--- config.mk ---
export PLATFORM = sky130hd
export DESIGN_NAME = cp0_unit
export DESIGN_NICKNAME = d
export VERILOG_FILES = /design/src/rtl/cp0_pkg.sv /design/src/rtl/cp0_unit_exc_arbiter.sv /design/src/rtl/cp0_unit.sv
export SDC_FILE = /design/constraint.sdc
export NUM_CORES = 1
export LEC_CHECK = 0
export BUFFER_PORTS_ARGS = -buffer_cell sky130_fd_sc_hd__buf_2
export CAP_MARGIN = 20
export CORE_MARGIN = 2
export CORE_UTILIZATION = 48
export CTS_CLUSTER_DIAMETER = 40
export DETAILED_ROUTE_END_ITERATION = 7
export GPL_TIMING_DRIVEN = 0
export HOLD_SLACK_MARGIN = 0.02
export PLACE_DENSITY = 0.8
export SLEW_MARGIN = 20
export SYNTH_ARGS = -nofsm -noshare
export SYNTH_HDL_FRONTEND = slang
export SYNTH_SLANG_ARGS = --single-unit
--- constraint.sdc ---
create_clock -name clk -period 2.6 [get_ports clk]
set_clock_uncertainty 0.05 [all_clocks]
set_input_delay 0.26 -clock clk [delete_from_list [all_inputs] [get_ports clk]]
set_output_delay 0.26 -clock clk [all_outputs]
set_load 0.05 [all_outputs]
--- src/rtl/cp0_pkg.sv ---
// Shared CP0 definitions: register numbers, exception codes, field positions
// and helpers that build the architectural SR/Cause images.
package cp0_pkg;

  localparam logic [4:0] CP0_SR    = 5'd12;
  localparam logic [4:0] CP0_CAUSE = 5'd13;
  localparam logic [4:0] CP0_EPC   = 5'd14;
  localparam logic [4:0] CP0_PRID  = 5'd15;

  localparam logic [4:0] EXC_INT  = 5'd0;
  localparam logic [4:0] EXC_ADEL = 5'd4;
  localparam logic [4:0] EXC_ADES = 5'd5;
  localparam logic [4:0] EXC_RI   = 5'd10;
  localparam logic [4:0] EXC_OV   = 5'd12;

  localparam int IM_HI   = 15;
  localparam int IM_LO   = 10;
  localparam int IP_HI   = 15;
  localparam int IP_LO   = 10;
  localparam int EXL_BIT = 1;
  localparam int IE_BIT  = 0;
  localparam int BD_BIT  = 31;
  localparam int EXC_HI  = 6;
  localparam int EXC_LO  = 2;

  function automatic logic [31:0] sr_image(input logic [5:0] im, input logic exl,
                                           input logic ie);
    logic [31:0] img;
    img                = 32'd0;
    img[IM_HI:IM_LO]   = im;
    img[EXL_BIT]       = exl;
    img[IE_BIT]        = ie;
    return img;
  endfunction

  function automatic logic [31:0] cause_image(input logic bd, input logic [5:0] ip,
                                              input logic [4:0] exc);
    logic [31:0] img;
    img                = 32'd0;
    img[BD_BIT]        = bd;
    img[IP_HI:IP_LO]   = ip;
    img[EXC_HI:EXC_LO] = exc;
    return img;
  endfunction

endpackage

--- src/rtl/cp0_unit_exc_arbiter.sv ---
// Combinational exception/interrupt arbiter: decides whether the MEM-stage
// event is taken and which ExcCode gets recorded.
module cp0_exc_arbiter
  import cp0_pkg::*;
(
  input  logic       reset_i,
  input  logic [5:0] hw_int_i,
  input  logic [5:0] sr_im_i,
  input  logic       sr_ie_i,
  input  logic       sr_exl_i,
  input  logic [4:0] exc_code_i,
  output logic       int_req_o,
  output logic       exc_req_o,
  output logic       int_exc_o,
  output logic [4:0] exc_code_o
);

  assign int_req_o  = (|(hw_int_i & sr_im_i)) & sr_ie_i & ~sr_exl_i;
  assign exc_req_o  = (exc_code_i != EXC_INT) & ~sr_exl_i;
  assign int_exc_o  = (int_req_o | exc_req_o) & ~reset_i;
  // Asynchronous interrupts take priority over the synchronous exception.
  assign exc_code_o = int_req_o ? EXC_INT : exc_code_i;

endmodule

--- src/rtl/cp0_unit.sv ---
// Coprocessor-0 in the MEM stage: SR/Cause/EPC/PRId register file, exception
// entry, eret return and the mfc0/mtc0 access path.
module cp0_unit
  import cp0_pkg::*;
#(
  parameter logic [31:0] PRID_VAL   = 32'h0000_0721,
  parameter logic [31:0] HANDLER_PC = 32'h0000_4180
) (
  input  logic        clk,
  input  logic        reset,
  input  logic        we,
  input  logic [4:0]  rd_addr,
  input  logic [4:0]  wr_addr,
  input  logic [31:0] din,
  input  logic [31:0] pc_m,
  input  logic        bd_m,
  input  logic [4:0]  exc_code_m,
  input  logic        eret_m,
  input  logic [5:0]  hw_int,
  output logic        int_exc,
  output logic [31:0] epc_out,
  output logic [31:0] dout
);

  logic [5:0]  sr_im_q, sr_im_d;
  logic        sr_exl_q, sr_exl_d;
  logic        sr_ie_q, sr_ie_d;
  logic        cause_bd_q, cause_bd_d;
  logic [5:0]  cause_ip_q, cause_ip_d;
  logic [4:0]  cause_exc_q, cause_exc_d;
  logic [31:0] epc_q, epc_d;

  logic        int_req;
  logic        exc_req;
  logic [4:0]  exc_code_sel;

  cp0_exc_arbiter u_arb (
    .reset_i    (reset),
    .hw_int_i   (hw_int),
    .sr_im_i    (sr_im_q),
    .sr_ie_i    (sr_ie_q),
    .sr_exl_i   (sr_exl_q),
    .exc_code_i (exc_code_m),
    .int_req_o  (int_req),
    .exc_req_o  (exc_req),
    .int_exc_o  (int_exc),
    .exc_code_o (exc_code_sel)
  );

  always_comb begin
    sr_im_d     = sr_im_q;
    sr_exl_d    = sr_exl_q;
    sr_ie_d     = sr_ie_q;
    cause_bd_d  = cause_bd_q;
    cause_ip_d  = hw_int;
    cause_exc_d = cause_exc_q;
    epc_d       = epc_q;
    if (int_exc) begin
      // Exception entry squashes any mtc0 or eret issued in the same cycle.
      sr_exl_d    = 1'b1;
      cause_exc_d = exc_code_sel;
      cause_bd_d  = bd_m;
      epc_d       = bd_m ? (pc_m - 32'd4) : pc_m;
    end else begin
      if (we) begin
        case (wr_addr)
          CP0_SR: begin
            sr_im_d  = din[IM_HI:IM_LO];
            sr_exl_d = din[EXL_BIT];
            sr_ie_d  = din[IE_BIT];
          end
          CP0_EPC: epc_d = din;
          default: ;
        endcase
      end
      if (eret_m) sr_exl_d = 1'b0;
    end
  end

  always_ff @(posedge clk) begin
    if (reset) begin
      sr_im_q     <= 6'd0;
      sr_exl_q    <= 1'b0;
      sr_ie_q     <= 1'b0;
      cause_bd_q  <= 1'b0;
      cause_ip_q  <= 6'd0;
      cause_exc_q <= 5'd0;
      epc_q       <= 32'd0;
    end else begin
      sr_im_q     <= sr_im_d;
      sr_exl_q    <= sr_exl_d;
      sr_ie_q     <= sr_ie_d;
      cause_bd_q  <= cause_bd_d;
      cause_ip_q  <= cause_ip_d;
      cause_exc_q <= cause_exc_d;
      epc_q       <= epc_d;
    end
  end

  assign epc_out = epc_q;

  // No write-to-read forwarding: the hazard unit stalls mfc0 behind mtc0.
  always_comb begin
    dout = 32'd0;
    case (rd_addr)
      CP0_SR:    dout = sr_image(sr_im_q, sr_exl_q, sr_ie_q);
      CP0_CAUSE: dout = cause_image(cause_bd_q, cause_ip_q, cause_exc_q);
      CP0_EPC:   dout = epc_q;
      CP0_PRID:  dout = PRID_VAL;
      default:   dout = 32'd0;
    endcase
  end

endmodule
==> impl_metrics.env <==
export IMPL_layout_drive_gt1_share_pct=29.6
export IMPL_cts_setup_buffers=0
export IMPL_power_frac_seq_pct=44.0
export IMPL_cp_max_fo=10
export IMPL_peakVddDrop_uv=216
export IMPL_vias=4295
export IMPL_async_flop_share_pct=0
export IMPL_ys_types=50
export IMPL_combinationalPowerShare_pct=31.8
export IMPL_grt_pass1_wl_mm=20.4
export IMPL_io_pins=155
export IMPL_netlist_area_leader_share_pct=29.5
export IMPL_chipWidth_um=89.8
export IMPL_syn_inst=425
export IMPL_fin_crit_ps=2490
export IMPL_nets=675
export IMPL_area_growth_pct=28.4
export IMPL_drtAntennaViolNets=0
export IMPL_finalSetupViolCount=0
export IMPL_path_class="flop to output port"
export IMPL_min_path_type="input pin to flop"
export IMPL_place_gp_congestion=0.895
export IMPL_worst_setup_path_start_kind="flop"
export IMPL_period_share_pct=95.9
export IMPL_total_power_w=0.00206
export IMPL_gr_total_overflow=0
export IMPL_power_share_switching_pct=37.6
export IMPL_slew_viol_final=0
export IMPL_switchingPower_w=0.000773
export IMPL_cts_tree="yes"
export IMPL_crit_chain="o21ba_2, clkbuf_1, nor2_4, clkbuf_4, nor2_1, buf_2"
export IMPL_antenna_found_initial=0
export IMPL_synth_seq_cells=52
export IMPL_routed_wirelength_mm=12.8
export IMPL_synth_area_sq_mm=0.00353
export IMPL_critPathCaptureType="output port"
export IMPL_max_cap_viol_count=0
export IMPL_grt_usage_pct=30.7
export IMPL_htree_levels=2
export IMPL_cts_buffers_inserted=5
export IMPL_synth_main_ff_cell="dfxtp_1"
export IMPL_grt_pass1_vias=4092
export IMPL_cp_required_ps=2290
export IMPL_io_buffers=152
export IMPL_synth_top_cells_by_count="52 x dfxtp_1, 36 x clkbuf_1, 24 x nor2_1, 24 x o31a_1, 22 x a2111oi_0"
export IMPL_clkTransAtPathRegs_ps=100
export IMPL_mappedNetlistNets=516
export IMPL_yosysMostFrequentCell="dfxtp_1"
export IMPL_max_slew_margin_pct=46.3
export IMPL_postSynthAreaPerCell_sq_um=8.31
export IMPL_antenna_cells=0
export IMPL_hold_viol_final=0
export IMPL_core_sq_mm=0.00718
export IMPL_start_util_pct=49.2
export IMPL_grt_max_degree=16
export IMPL_powerDensity_mw_per_mm2=453
export IMPL_rows=31
export IMPL_yosysSeqAreaShare_pct=29.5
export IMPL_dp_hpwl_mm=9.84
export IMPL_clk_latency_ps=310
export IMPL_synth_edf_count=0
export IMPL_crit_path_max_incr_delay_ps=420
export IMPL_status="complete, no violations"
export IMPL_stdcell_count=684
export IMPL_viasPerCell=6.28
export IMPL_first_pass_iters=4
export IMPL_synthTopCellsByArea="dfxtp_1 29%, mux2i_1 6.0%, o31a_1 6.0%"
export IMPL_cts_sinks=52
export IMPL_cp_arrival_ps=2180
export IMPL_synth_warning_count=0
export IMPL_first_iter_violations=295
export IMPL_synth_top_area_cell="dfxtp_1"
export IMPL_p_leak_nw=1.75
export IMPL_hold_buffers=0
export IMPL_die_y_um=89.8
export IMPL_clock_fmax_mhz=401
export IMPL_rsz0062_at_grt="false"
export IMPL_drc=0
export IMPL_cts_root_buf="clkbuf_8"
export IMPL_fin_util_pct=63.2
export IMPL_crit_slowest_cell="clkbuf_1"
export IMPL_internal_power_w=0.00128
export IMPL_place_ws_ps=-155
export IMPL_wl_per_cell_um=18.7
export IMPL_setup_ws_ps=107
export IMPL_dp_cells=676
export IMPL_die_area_sq_mm=0.00806
export IMPL_tightestPinTransition_ps=805
export IMPL_clkPwrFrac_pct=24.2
export IMPL_clockBufferDepth=2
-- metal layers --
layer  track usage, %  vias to the layer above  share of wire (%)
li1                 -                     2006                  -
met1             41.0                     1989                 41
met2             50.4                      269                 46
met3             5.28                       31                9.5
met4             10.6                        0                2.6
met5                0                        -                  0
-- final timing paths --
kind / from / to / slack, ps / cells after the start
setup / recovery: sr_exl_q / int_exc / 110 / 6
hold reg to reg: sr_ie_q / sr_ie_q / 420 / 2
hold / removal: hw_int[1] / cause_ip_q[1] / 120 / 2
setup reg to reg: sr_im_q[1] / epc_out[13] / 530 / 5
-- sequential cells by signal (all words and copies together) (netlist names) --
name	flops
epc_out	32
cause_ip_q	6
sr_exl_q	1
sr_im_q	6
cause_bd_q	1
sr_ie_q	1
cause_exc_q	5
-- layout make-up --
cell class	count	area, sq um
clock buffer	7	86.3
timing repair buffer	152	761
sequential	52	1040
tap	99	124
inverter	9	33.8
multi-input combinational	324	2320
buffer	40	163
fill	666	2640
clock inverter	1	7.51
-- kinds of logic (layout without fill, tap and decap cells) --
group / after synthesis / in the layout / share of synthesized area [%]
simple gates: 154 / 154 / 25.9
compound gates: 138 / 138 / 30.4
flops: 52 / 52 / 29.5
buf+inv: 49 / 209 / 5.46
mux: 21 / 21 / 5.95
xor+xnor: 10 / 10 / 2.48
fa+ha+maj: 1 / 1 / 0.354
-- per-stage QoR --
stage / hold WS, ps / TNS [ps] / instance area [sq um]
floorplan: 338 / 0 / 3530
global placement: 398 / -168 / 4420
detailed placement: 408 / -155 / 4420
CTS: 124 / 0 / 4530
global route: 156 / 0 / 4540
finish: 119 / 0 / 4540
-- critical path, delay by kind of cell, from the launching register on --
| family | cells | cell delay, ps |
|---|---|---|
| flops | 1 | 410 |
| compound gates | 1 | 370 |
| buf+inv | 3 | 910 |
| simple gates | 2 | 200 |
-- layout by cell type, fill, tap and decap left out, types with 2 or more instances in the layout --
cell type  count
a2111oi_0     22
a211oi_1      19
a21oi_1       20
a22oi_1        8
a311oi_1      14
and2_1        17
buf_1          2
buf_2        153
clkbuf_1      36
clkbuf_8       6
dfxtp_1       52
inv_1          9
mux2i_1       21
nand2_1       21
nand3_1       14
nand3b_1       2
nand4_1       11
nor2_1        23
nor2b_1       10
nor3_1         9
nor4_1         9
nor4_4         2
nor4bb_1       2
o2111ai_1      2
o21ai_0        5
o311a_1        2
o31a_1        24
o31ai_1       13
or3_1          7
or4_1         16
or4_4          2
xnor2_1        4
xor2_1         6
-- power by group through the flow --
stage,clock [W],combinational [W],sequential [W]
4_1_cts,0.000495,0.000643,0.000903
5_1_grt,0.000514,0.000695,0.000912
2_1_floorplan,0,0.000259,0.00107
3_5_place_dp,0,0.000640,0.000921
6_report,0.000496,0.000654,0.000905
3_3_place_gp,0,0.000636,0.000918
-- repair_timing --
action,in CTS,in global routing
pin swaps,0,0
setup endpoints to repair,1,11
gates resized for setup,3,3
(Power assumes the default switching activity.)
